File: config.mk
export PLATFORM = sky130hd
export DESIGN_NAME = hazard_stall_ctrl
export DESIGN_NICKNAME = d
export VERILOG_FILES = /design/src/rtl/hazard_stall_ctrl.sv
export SDC_FILE = /design/constraint.sdc
export NUM_CORES = 1
export LEC_CHECK = 0
export CAP_MARGIN = 20
export CORE_MARGIN = 10
export CORE_UTILIZATION = 41
export CTS_CLUSTER_SIZE = 12
export DETAILED_ROUTE_END_ITERATION = 8
export PLACE_DENSITY_LB_ADDON = 0.2
export SYNTH_ARGS = -nofsm -noshare
export SYNTH_HDL_FRONTEND = slang
export SYNTH_SLANG_ARGS = --single-unit
File: constraint.sdc
create_clock -name clk -period 2.1 [get_ports clk]
set_input_delay 0.315 -clock clk [delete_from_list [all_inputs] [get_ports clk]]
set_output_delay 0.315 -clock clk [all_outputs]
set_load 0.02 [all_outputs]
File: src/rtl/hazard_stall_ctrl.sv
// Load-use / mult-div hazard detection, branch and jump flush control,
// and a saturating stall-cycle counter for the 5-stage pipeline.
module hazard_stall_ctrl #(
  parameter int MD_LATENCY = 32,
  parameter int CNT_W      = 16
) (
  input  logic             clk,
  input  logic             reset,
  input  logic [4:0]       ID_rs,
  input  logic [4:0]       ID_rt,
  input  logic             ID_UseRs,
  input  logic             ID_UseRt,
  input  logic             EX_MemRead,
  input  logic [4:0]       EX_WriteReg,
  input  logic             ID_MdStart,
  input  logic             ID_MdRead,
  input  logic             EX_BranchTaken,
  input  logic             ID_Jump,
  output logic             PC_Hold,
  output logic             IFID_Hold,
  output logic             ID_Stall,
  output logic             IF_Flush,
  output logic             MdBusy,
  output logic [CNT_W-1:0] StallCount
);

  localparam int MDW = $clog2(MD_LATENCY + 1);

  localparam logic [0:0] S_IDLE = 1'b0;
  localparam logic [0:0] S_BUSY = 1'b1;

  localparam logic [MDW-1:0] MD_LOAD = MDW'(MD_LATENCY);
  localparam logic [MDW-1:0] MD_ONE  = MDW'(1);

  localparam logic [CNT_W-1:0] CNT_MAX = '1;
  localparam logic [CNT_W-1:0] CNT_ONE = CNT_W'(1);

  logic [0:0]       state_q, state_d;
  logic [MDW-1:0]   mdcnt_q, mdcnt_d;
  logic [CNT_W-1:0] cnt_q, cnt_d;

  logic rs_hit, rt_hit;
  logic lu, md, haz, md_go;

  assign MdBusy     = (state_q == S_BUSY);
  assign StallCount = cnt_q;

  always_comb begin
    rs_hit = ID_UseRs && (ID_rs == EX_WriteReg);
    rt_hit = ID_UseRt && (ID_rt == EX_WriteReg);
    lu     = EX_MemRead && (EX_WriteReg != 5'd0)
             && (rs_hit || rt_hit);
    md     = MdBusy && (ID_MdRead || ID_MdStart);
    haz    = lu || md;
    md_go  = ID_MdStart && !haz && !EX_BranchTaken;
  end

  // A taken branch squashes ID, so it outranks any hazard stall.
  always_comb begin
    PC_Hold   = 1'b0;
    IFID_Hold = 1'b0;
    ID_Stall  = 1'b0;
    IF_Flush  = 1'b0;
    if (!reset) begin
      if (EX_BranchTaken) begin
        IF_Flush = 1'b1;
        ID_Stall = 1'b1;
      end else if (haz) begin
        PC_Hold   = 1'b1;
        IFID_Hold = 1'b1;
        ID_Stall  = 1'b1;
      end else if (ID_Jump) begin
        IF_Flush = 1'b1;
      end
    end
  end

  always_comb begin
    state_d = state_q;
    mdcnt_d = mdcnt_q;
    unique case (state_q)
      S_IDLE: begin
        if (md_go) begin
          mdcnt_d = MD_LOAD;
          state_d = S_BUSY;
        end
      end
      S_BUSY: begin
        mdcnt_d = mdcnt_q - MD_ONE;
        if (mdcnt_q == MD_ONE) state_d = S_IDLE;
      end
      default: begin
        state_d = S_IDLE;
        mdcnt_d = '0;
      end
    endcase
  end

  always_comb begin
    cnt_d = cnt_q;
    if (haz && !EX_BranchTaken && (cnt_q != CNT_MAX))
      cnt_d = cnt_q + CNT_ONE;
  end

  always_ff @(posedge clk or posedge reset) begin
    if (reset) begin
      state_q <= S_IDLE;
      mdcnt_q <= '0;
      cnt_q   <= '0;
    end else begin
      state_q <= state_d;
      mdcnt_q <= mdcnt_d;
      cnt_q   <= cnt_d;
    end
  end

endmodule

==> flow_summary.ini, run 1 <==
[detailed_routing]
vias = 1213
drcViolationCount = 0
route.final.wire_length_um = 3910
ant_nets = 0
detail_route.iter0.violations = 60
firstDrtPassIters = 4
vias_per_cell = 5.16
route.detailed.wl_per_inst_um = 16.6

[yosys]
synth_edf_count = 0
register_bit_total_from_synthesis = 23
synthDistinctLibCells = 36
synthMostInstantiatedCell = dfrtp_1
synth.yosys.warnings = 0
synth.yosys.seq_area_share_pct = 43.1
synth_compound_gate_area_share_pct = 8.05
post_synth_main_area_contributors = dfrtp_1 43%, xnor2_1 10%, xor2_1 7.2%, nor4_1 3.7%, nand2_1 3.7%
post-synth-top-area-cell = dfrtp_1
post_synth_mux_area_share_pct = 2.53
synth-xor-area-share_pct = 17.7
post_synth_fa_ha_maj_area_fraction_pct = 2.81
postSynthNetCount = 158
async_flop_share_pct = 100
synth_top_area_share_pct = 43.1
synthesis.area_sq_mm = 0.00134
postSynthCellCount = 131
largest_family_of_logic_cells_by_synthesized_area = simple AND/OR/NAND/NOR gates
syn_avg_cell_area_sq_um = 10.2
dominantRegCellSynth = dfrtp_1
ys_top_cells_by_count = 23 x dfrtp_1, 16 x xnor2_1, 13 x nand2_1
post_synth_and_or_nand_nor_area_fraction_pct = 22.3

[sta]
holdWs_ns = 0.362
maxSlewHeadroom_pct = 75.8
rsz0062_at_grt = true
max_freq_mhz = 483
tightestPinTransition_ns = 0.358
total_negative_setup_slacks_ns = 0
finalHoldViolations = 0
skew_ns = 0.00548
final_period_minus_worst_setup_slack_ns = 2.07
report.final.setup_viol = 0
layout_worst_path_cycle_share_pct = 98.6
slew_viol_final = 0

[power_and_ir_drop]
max-vdd-ir-drop_uv = 649
total_chip_power_mw = 1.94
cellPowerDensity_mw_per_mm2 = 974
leakage_nw = 0.867

[worst_setup_path]
cp-start-kind = register
critPathArrivalTime_ns = 2.33
worst_setup_path_end_kind = register
critical_path.reg2reg.endpoint = StallCount[15]
reg2reg_depth = 7
timing_worst_setup_path_type = reg -> reg
timing.reg2reg.setup_slack_ns = 0.03
path_max_fanout = 6
regToRegStartpoint = StallCount[0]
worstPathRequired_ns = 2.36

[floorplanning]
die-width_um = 77.1
design.die.area_sq_mm = 0.00594
ios = 45
core_region_area_sq_mm = 0.00308
die_h_um = 77.1
rows = 20
floorplan.initialDensity_pct = 43.4

[cts]
cts-htree-levels = 1
cts_sinks = 23
clk_pin_slew_ns = 0.13
clock_insertion_delay_worst_skew_ns = 0.32
cts_buffer_depth = 2
clock_tree.root_cell = clkbuf_4
cts_inserted_buffers = 3
cts_hold_buf = 0
cts_tree = yes

[final_layout]
layout-area-overhead-vs-synth_pct = 48.8
final_util_pct = 64.6
drive_above_1_share_pct = 24.6
finalInstanceArea_sq_mm = 0.00199
final_net_count = 219
antenna_cells = 0

[grt]
grt.total_usage_pct = 13.3
antenna_found_initial = 0
maximum_number_of_pins_on_one_net_before_global_route_repair = 20
vias_in_the_first_global_route = 1314
first_pass_grt_wire_length_um = 6500
grt_overflow = 0

[worst_hold_path]
hold_class = in -> async

[place]
hpwl_detailed_um = 3030
postPlaceCellArea_sq_mm = 0.00191
place.port_buffers = 44
gp_routability_congestion = 0.849

[flow_run]
maxCapViolations = 0

[status]
outcome = finished, final reports clean
cells in the final DEF, fill, tap and decap left out, types with 5 or more instances in the layout:
master / n
dfrtp_1: 22
nor2_1: 6
xnor2_1: 15
nand2_1: 13
inv_1: 5
dlygate4sd2_1: 9
buf_4: 17
xor2_1: 11
clkdlybuf4s50_1: 26
worst max path at each step:
stage / from / slack, ns / to
final: StallCount[0] / 0.03 / StallCount[15]
after global routing: StallCount[0] / -0.04 / StallCount[13]
after CTS: EX_WriteReg[2] / 0.006 / ID_Stall
after detailed placement: EX_WriteReg[0] / -0.75 / ID_Stall
after global placement: EX_WriteReg[0] / -0.73 / ID_Stall
after floorplan: EX_WriteReg[0] / -0.001 / IF_Flush
what timing repair did:
| item | CTS | global route |
|---|---|---|
| setup endpoints to repair | 10 | 9 |
| endpoints found under the hold margin | 0 | 0 |
| setup buffers | 2 | 0 |
| pin swaps | 13 | 8 |
| gates resized for setup | 51 | 8 |
metal layers:
metal / up-vias / global-route usage, % / share of wire [%]
met5: - / 0 / 0
met4: 0 / 3.65 / 0.74
met3: 4 / 5.13 / 5.2
met2: 21 / 24.4 / 56
met1: 602 / 13.6 / 38
li1: 586 / - / -
metrics by stage:
step	setup slack (ns)	instances
floorplan	-0.00115	131
global placement	-0.725	229
detailed placement	-0.754	229
CTS	0.00636	235
global route	-0.0376	235
finish	0.0301	235
state kept, by name (all words and copies together) (netlist names):
signal	flops
StallCount	16
mdcnt_q	6
MdBusy	1
layout make-up:
cell class,instances,area (sq um)
multi-input cells,99,782
flip-flops and latches,23,577
clock inverters,1,7.51
repair buffers,60,526
inverters,5,18.8
fillers,253,1090
well taps,44,55.1
clock buffers,3,22.5
worst max-delay path, stage by stage, from the launching register on:
cell     delay, ns
dfrtp_2       0.44
ha_1          0.22
and4_1        0.24
nand4_2       0.14
nor3_4        0.07
or3_4         0.42
nor4_2        0.29
xor2_1        0.18
power by group:
| group | internal (mW) | switching, mW |
|---|---|---|
| clock | 0.0730 | 0.144 |
| sequential | 0.585 | 0.145 |
| combinational | 0.521 | 0.469 |
| total | 1.18 | 0.757 |
kinds of logic after synthesis:
kind of cell | count (synthesis)
adders and majority gates | 3
muxes | 3
AOI/OAI and AO/OA | 14
xor gates and xnor gates | 27
DFF | 23
and+or+nand+nor | 52
buffers and inverters | 9
(Power assumes the default switching activity.)
==> run 2, diff against run 1 <==
clock period = 1.7 ns   (was 2.1 ns; I/O delays follow)
==> run 2 against run 1 <==
Effect of this change: the run now ends with setup timing left; via count is 9.0% higher; critical path type unchanged; sequential cell count stayed put; clock skew is 0.0026 ns lower; combinational power is 41% higher; largest cell class unchanged; global-route usage is 1.4 points higher; clock power is 25% higher; clock-buffer cell count stayed put; core utilization is 12 points higher.
==> flow_summary.ini, run 2 (synthesis gave the netlist of run 1 again) <==
[detailed_routing]
route.detailed.wl_per_inst_um = 17.0
drcViolationCount = 0
firstDrtPassIters = 4
ant_nets = 0
detail_route.iter0.violations = 24
vias_per_cell = 5.10
vias = 1322
route.final.wire_length_um = 4400

[worst_setup_path]
cpMaxStageDelayCell = dfrtp_2
worstPathRequired_ns = 1.97
cp-start-kind = register
worst_setup_path_end_kind = register
cp_slowest_stage_delay_ns = 0.45
timing_worst_setup_path_type = reg -> reg
crit_chain = ha_4 -> and4_4 -> nand4_4 -> nor3_4 -> or3_4 -> buf_12 -> nor4_2 -> xor2_1
critPathArrivalTime_ns = 2.16
path_max_fanout = 4

[floorplanning]
die_h_um = 77.1
floorplan.initialDensity_pct = 43.4
ios = 45
rows = 20
design.die.area_sq_mm = 0.00594
core_region_area_sq_mm = 0.00308
die-width_um = 77.1

[cts]
cts_inserted_buffers = 3
clk_pin_slew_ns = 0.13
cts_sinks = 23
cts_tree = yes
cts_hold_buf = 0
clock_tree.root_cell = clkbuf_4
cts-htree-levels = 1
clock_insertion_delay_worst_skew_ns = 0.33
cts_buffer_depth = 2

[power_and_ir_drop]
p_sw_mw = 1.01
leakage_nw = 1.13
swShare_pct = 39.5
clockPowerShare_pct = 10.7
cellPowerDensity_mw_per_mm2 = 1080
share_seq_of_total_power_pct = 34.2
total_chip_power_mw = 2.55
combPwrFrac_pct = 55.1
p_int_mw = 1.54
max-vdd-ir-drop_uv = 812

[grt]
grt.total_usage_pct = 14.6
maximum_number_of_pins_on_one_net_before_global_route_repair = 17
antenna_found_initial = 0
grt_overflow = 0
first_pass_grt_wire_length_um = 7180
vias_in_the_first_global_route = 1448

[final_layout]
final.fill_count = 224
final_util_pct = 76.6
final_cell_mix = 36 x buf_4, 21 x dfrtp_1, 19 x dlygate4sd2_1
layoutNonFillerInstCount = 259
largest_register_ffs = 16
antenna_cells = 0
multi_input_area_sq_um = 920
finalInstanceArea_sq_mm = 0.00236
drive_above_1_share_pct = 38.6
sequential_cell_area_sq_um = 578
most_frequent_standard_cell_in_the_layout_excluding_fill_and_tap_cells = buf_4
final_net_count = 243
layout-area-overhead-vs-synth_pct = 76.5

[sta]
layout_worst_path_cycle_share_pct = 111
skew_ns = 0.00291
slew_viol_final = 0
maxSlewHeadroom_pct = 78.0
worst_setup_slack_after_layout_ns = -0.192
tightestPinTransition_ns = 0.327
holdWs_ns = 0.455
final_period_minus_worst_setup_slack_ns = 1.89
max_freq_mhz = 529
total_negative_setup_slacks_ns = -2.00
rsz0062_at_grt = true
report.final.setup_viol = 16
finalHoldViolations = 0

[place]
dp.cells = 250
place.port_buffers = 44
detailedPlace.worstSlack_ns = -1.07
hpwl_detailed_um = 3250
postPlaceCellArea_sq_mm = 0.00217
gp_routability_congestion = 0.815

[worst_hold_path]
hold_class = in -> async

[status]
failed_checks = setup timing
outcome = finished with violations

[flow_run]
maxCapViolations = 0
-- run 2: worst paths after layout --
| kind | slack [ns] | from | to | cells past startpoint |
|---|---|---|---|---|
| worst max register to register | -0.19 | StallCount[1] | StallCount[11] | 8 |
| worst min-delay path | 0.45 | reset | StallCount[1] | 3 |
| min in group clk | 0.51 | StallCount[15] | StallCount[15] | 1 |
| worst max-delay path | -0.19 | StallCount[1] | StallCount[11] | 8 |
| max in group asynchronous | 0.79 | reset | StallCount[11] | 4 |
| worst min register to register | 0.51 | StallCount[15] | StallCount[15] | 1 |
-- run 2: repair_timing --
action                                  CTS  global route
resized for setup                        79            14
pin swaps                                29            17
buffers inserted                          4             3
endpoints found under the setup margin   38            31
-- run 2: cell type report --
cell class	count	area share (%)
inverters	5	0.796
well taps	44	2.33
clock inverters	1	0.212
clock buffers	3	0.955
multi-input cells	99	39.0
flip-flops and latches	23	24.5
repair buffers	84	32.2
-- run 2: worst max-delay path, delay by kind of cell, from the launching register on --
kind,cells,cell delay (ns)
XOR/XNOR,1,0.17
adder cells (fa/ha/maj),1,0.16
buffers and inverters,1,0.16
flip-flops,1,0.45
AND/OR/NAND/NOR,5,0.88
-- run 2: power groups by stage --
stage / combinational [mW] / clock [mW] / sequential [mW]
floorplan: 0.579 / 0 / 1.03
finish: 1.40 / 0.272 / 0.870
detailed placement: 1.37 / 0 / 0.878
global placement: 1.33 / 0 / 0.864
global route: 1.54 / 0.296 / 0.891
CTS: 1.39 / 0.275 / 0.867
-- run 2: metal layers --
metal	GRT usage [%]	up-vias	routed length (um)	share of wire, %
li1	-	639	-	-
met1	15.7	658	1670	38
met2	28.0	20	2540	58
met3	3.03	5	144	3.3
met4	3.83	0	47	1.1
met5	0	-	0	0
==> run 3, diff against run 2 <==
CAP_MARGIN = default   (was 20)
PLACE_DENSITY = 0.76   (was default)
PLACE_DENSITY_LB_ADDON = default   (was 0.2)
==> run 3 against run 2 <==
Effect of this change: the run still ends with setup timing left; combinational power hardly changed; first-iteration DRC count is 140% higher; cell area is 3.3% lower; sequential share of layout area is 0.85 points higher; critical path type is now in -> reg.
==> flow_summary.ini, run 3 (synthesis gave the netlist of run 1 again) <==
[grt]
grt_overflow = 0
antenna_found_initial = 0
grt_use_met1_pct = 16.7
vias_in_the_first_global_route = 1405
grt.total_usage_pct = 14.5
global_route.peak_usage_layer = met2
first_pass_grt_wire_length_um = 7140
use_met2_pct = 26.6
grt_util_met3_pct = 2.68
maximum_number_of_pins_on_one_net_before_global_route_repair = 24

[cts]
clock_tree.root_cell = clkbuf_4
cts_buffer_depth = 2
cts_tree = yes
cts_hold_buf = 0
cts-htree-levels = 1
clk_pin_slew_ns = 0.15
cts_sinks = 23
clock_insertion_delay_worst_skew_ns = 0.32
cts_inserted_buffers = 3

[floorplanning]
core_region_area_sq_mm = 0.00308
design.die.area_sq_mm = 0.00594
die_h_um = 77.1
floorplan.initialDensity_pct = 43.4
die-width_um = 77.1
ios = 45
rows = 20

[detailed_routing]
firstDrtPassIters = 4
vias_per_cell = 5.11
route.final.wire_length_um = 4100
detail_route.iter0.violations = 57
route.detailed.wl_per_inst_um = 16.3
vias = 1288
drcViolationCount = 0
ant_nets = 0

[power_and_ir_drop]
swShare_pct = 38.9
share_seq_of_total_power_pct = 34.7
clockPowerShare_pct = 10.5
leakage_nw = 1.11
cellPowerDensity_mw_per_mm2 = 1100
total_chip_power_mw = 2.50
p_sw_uw = 975
max-vdd-ir-drop_uv = 1150
p_int_mw = 1.53
combPwrFrac_pct = 54.7

[final_layout]
final_cell_mix = 28 x buf_4, 21 x dfrtp_1, 13 x nand2_1
largest_register_ffs = 16
antenna_cells = 0
drive_above_1_share_pct = 39.9
final.fill_count = 235
most_frequent_standard_cell_in_the_layout_excluding_fill_and_tap_cells = buf_4
layout-area-overhead-vs-synth_pct = 70.6
final_net_count = 236

[place]
hpwl_detailed_um = 3040
place.port_buffers = 44
gp_routability_congestion = 0.842

[sta]
maxSlewHeadroom_pct = 65.5
skew_ns = 0.0174
final_period_minus_worst_setup_slack_ns = 1.89
tightestPinTransition_ns = 0.514
max_freq_mhz = 528
layout_worst_path_cycle_share_pct = 111
worst_setup_slack_after_layout_ns = -0.192
slew_viol_final = 0
finalHoldViolations = 0
total_negative_setup_slacks_ns = -1.76
rsz0062_at_grt = true
report.final.setup_viol = 15

[worst_setup_path]
timing_worst_setup_path_type = in -> reg
cpMaxStageDelayCell = or4_1
cp_slowest_stage_delay_ns = 0.51
worst_setup_path_end_kind = register
crit_chain = buf_6 -> or4_1 -> o21a_1 -> a21oi_4 -> buf_6 -> buf_6 -> or2b_1 -> mux2_4
regToRegStartpoint = StallCount[0]
worst_path_most_repeated_cell = buf_6
path_max_fanout = 16
startpoint = EX_WriteReg[2]
worstPathRequired_ns = 1.90
critPathArrivalTime_ns = 2.10
cp-start-kind = input port

[worst_hold_path]
hold_class = in -> async

[status]
outcome = finished with violations
failed_checks = setup timing

[flow_run]
maxCapViolations = 0
==> run 3: cell count changes in the layout (fill, tap and decap cells not counted), sizes merged <==
cell and delta:
clkdlybuf4s15 +2, dlygate4sd2 -9, buf -3, dlymetal6s2s +3
==> run 3: final cells by class <==
cell class	instances	area (sq um)	share of cell area [%]
Tap cell	44	55.1	2.41
Sequential cell	23	578	25.4
Inverter	5	18.8	0.823
Clock buffer	3	22.5	0.988
Multi-Input combinational cell	99	913	40.1
Clock inverter	1	5.00	0.220
Timing Repair Buffer	77	687	30.1
==> run 3: worst paths after layout <==
kind	depth (start not counted)	slack, ns	end
max in group asynchronous	3	1.03	StallCount[1]
worst min register to register	1	0.51	StallCount[15]
min in group clk	1	0.51	StallCount[15]
worst max register to register	7	-0.14	StallCount[7]
worst min-delay path	3	0.40	StallCount[11]
worst max-delay path	8	-0.19	StallCount[1]
==> run 3: critical path: cells and delay by family <==
kind                   cells  cell delay (ns)
buffers and inverters      3             0.42
muxes                      1             0.30
and+or+nand+nor            2             0.68
AOI/OAI and AO/OA          2             0.44
==> run 3: routing by layer <==
metal	wire length, um	vias to the layer above
li1	-	618
met1	1740	631
met2	2170	37
met3	159	2
met4	24	0
met5	0	-
==> run 3: metrics by stage <==
| step | util (%) | hold slack, ns | std cells | setup slack (ns) | instance area, sq um |
|---|---|---|---|---|---|
| floorplan | - | 0.257 | 131 | -0.226 | 1440 |
| finish | 74.1 | 0.396 | 252 | -0.192 | 2280 |
| detailed placement | 69.6 | 0.497 | 247 | -0.998 | 2140 |
| global placement | 69.6 | 0.480 | 247 | -0.989 | 2140 |
| CTS | 72.2 | 0.409 | 252 | -0.164 | 2220 |
| global route | 74.1 | 0.441 | 252 | -0.241 | 2280 |
==> run 3: timing repair <==
| action | in CTS | in global routing |
|---|---|---|
| pin swaps | 19 | 7 |
| gates cloned | 0 | 0 |
| endpoints found under the setup margin | 34 | 29 |
| buffers inserted | 1 | 0 |
| resized for setup | 90 | 14 |
==> run 3: power groups by stage <==
stage | Combinational, mW | Clock [mW] | Sequential [mW]
5_1_grt | 1.49 | 0.299 | 0.897
6_report | 1.37 | 0.263 | 0.870
2_1_floorplan | 0.579 | 0 | 1.03
4_1_cts | 1.37 | 0.266 | 0.867
3_5_place_dp | 1.37 | 0 | 0.876
3_3_place_gp | 1.32 | 0 | 0.864
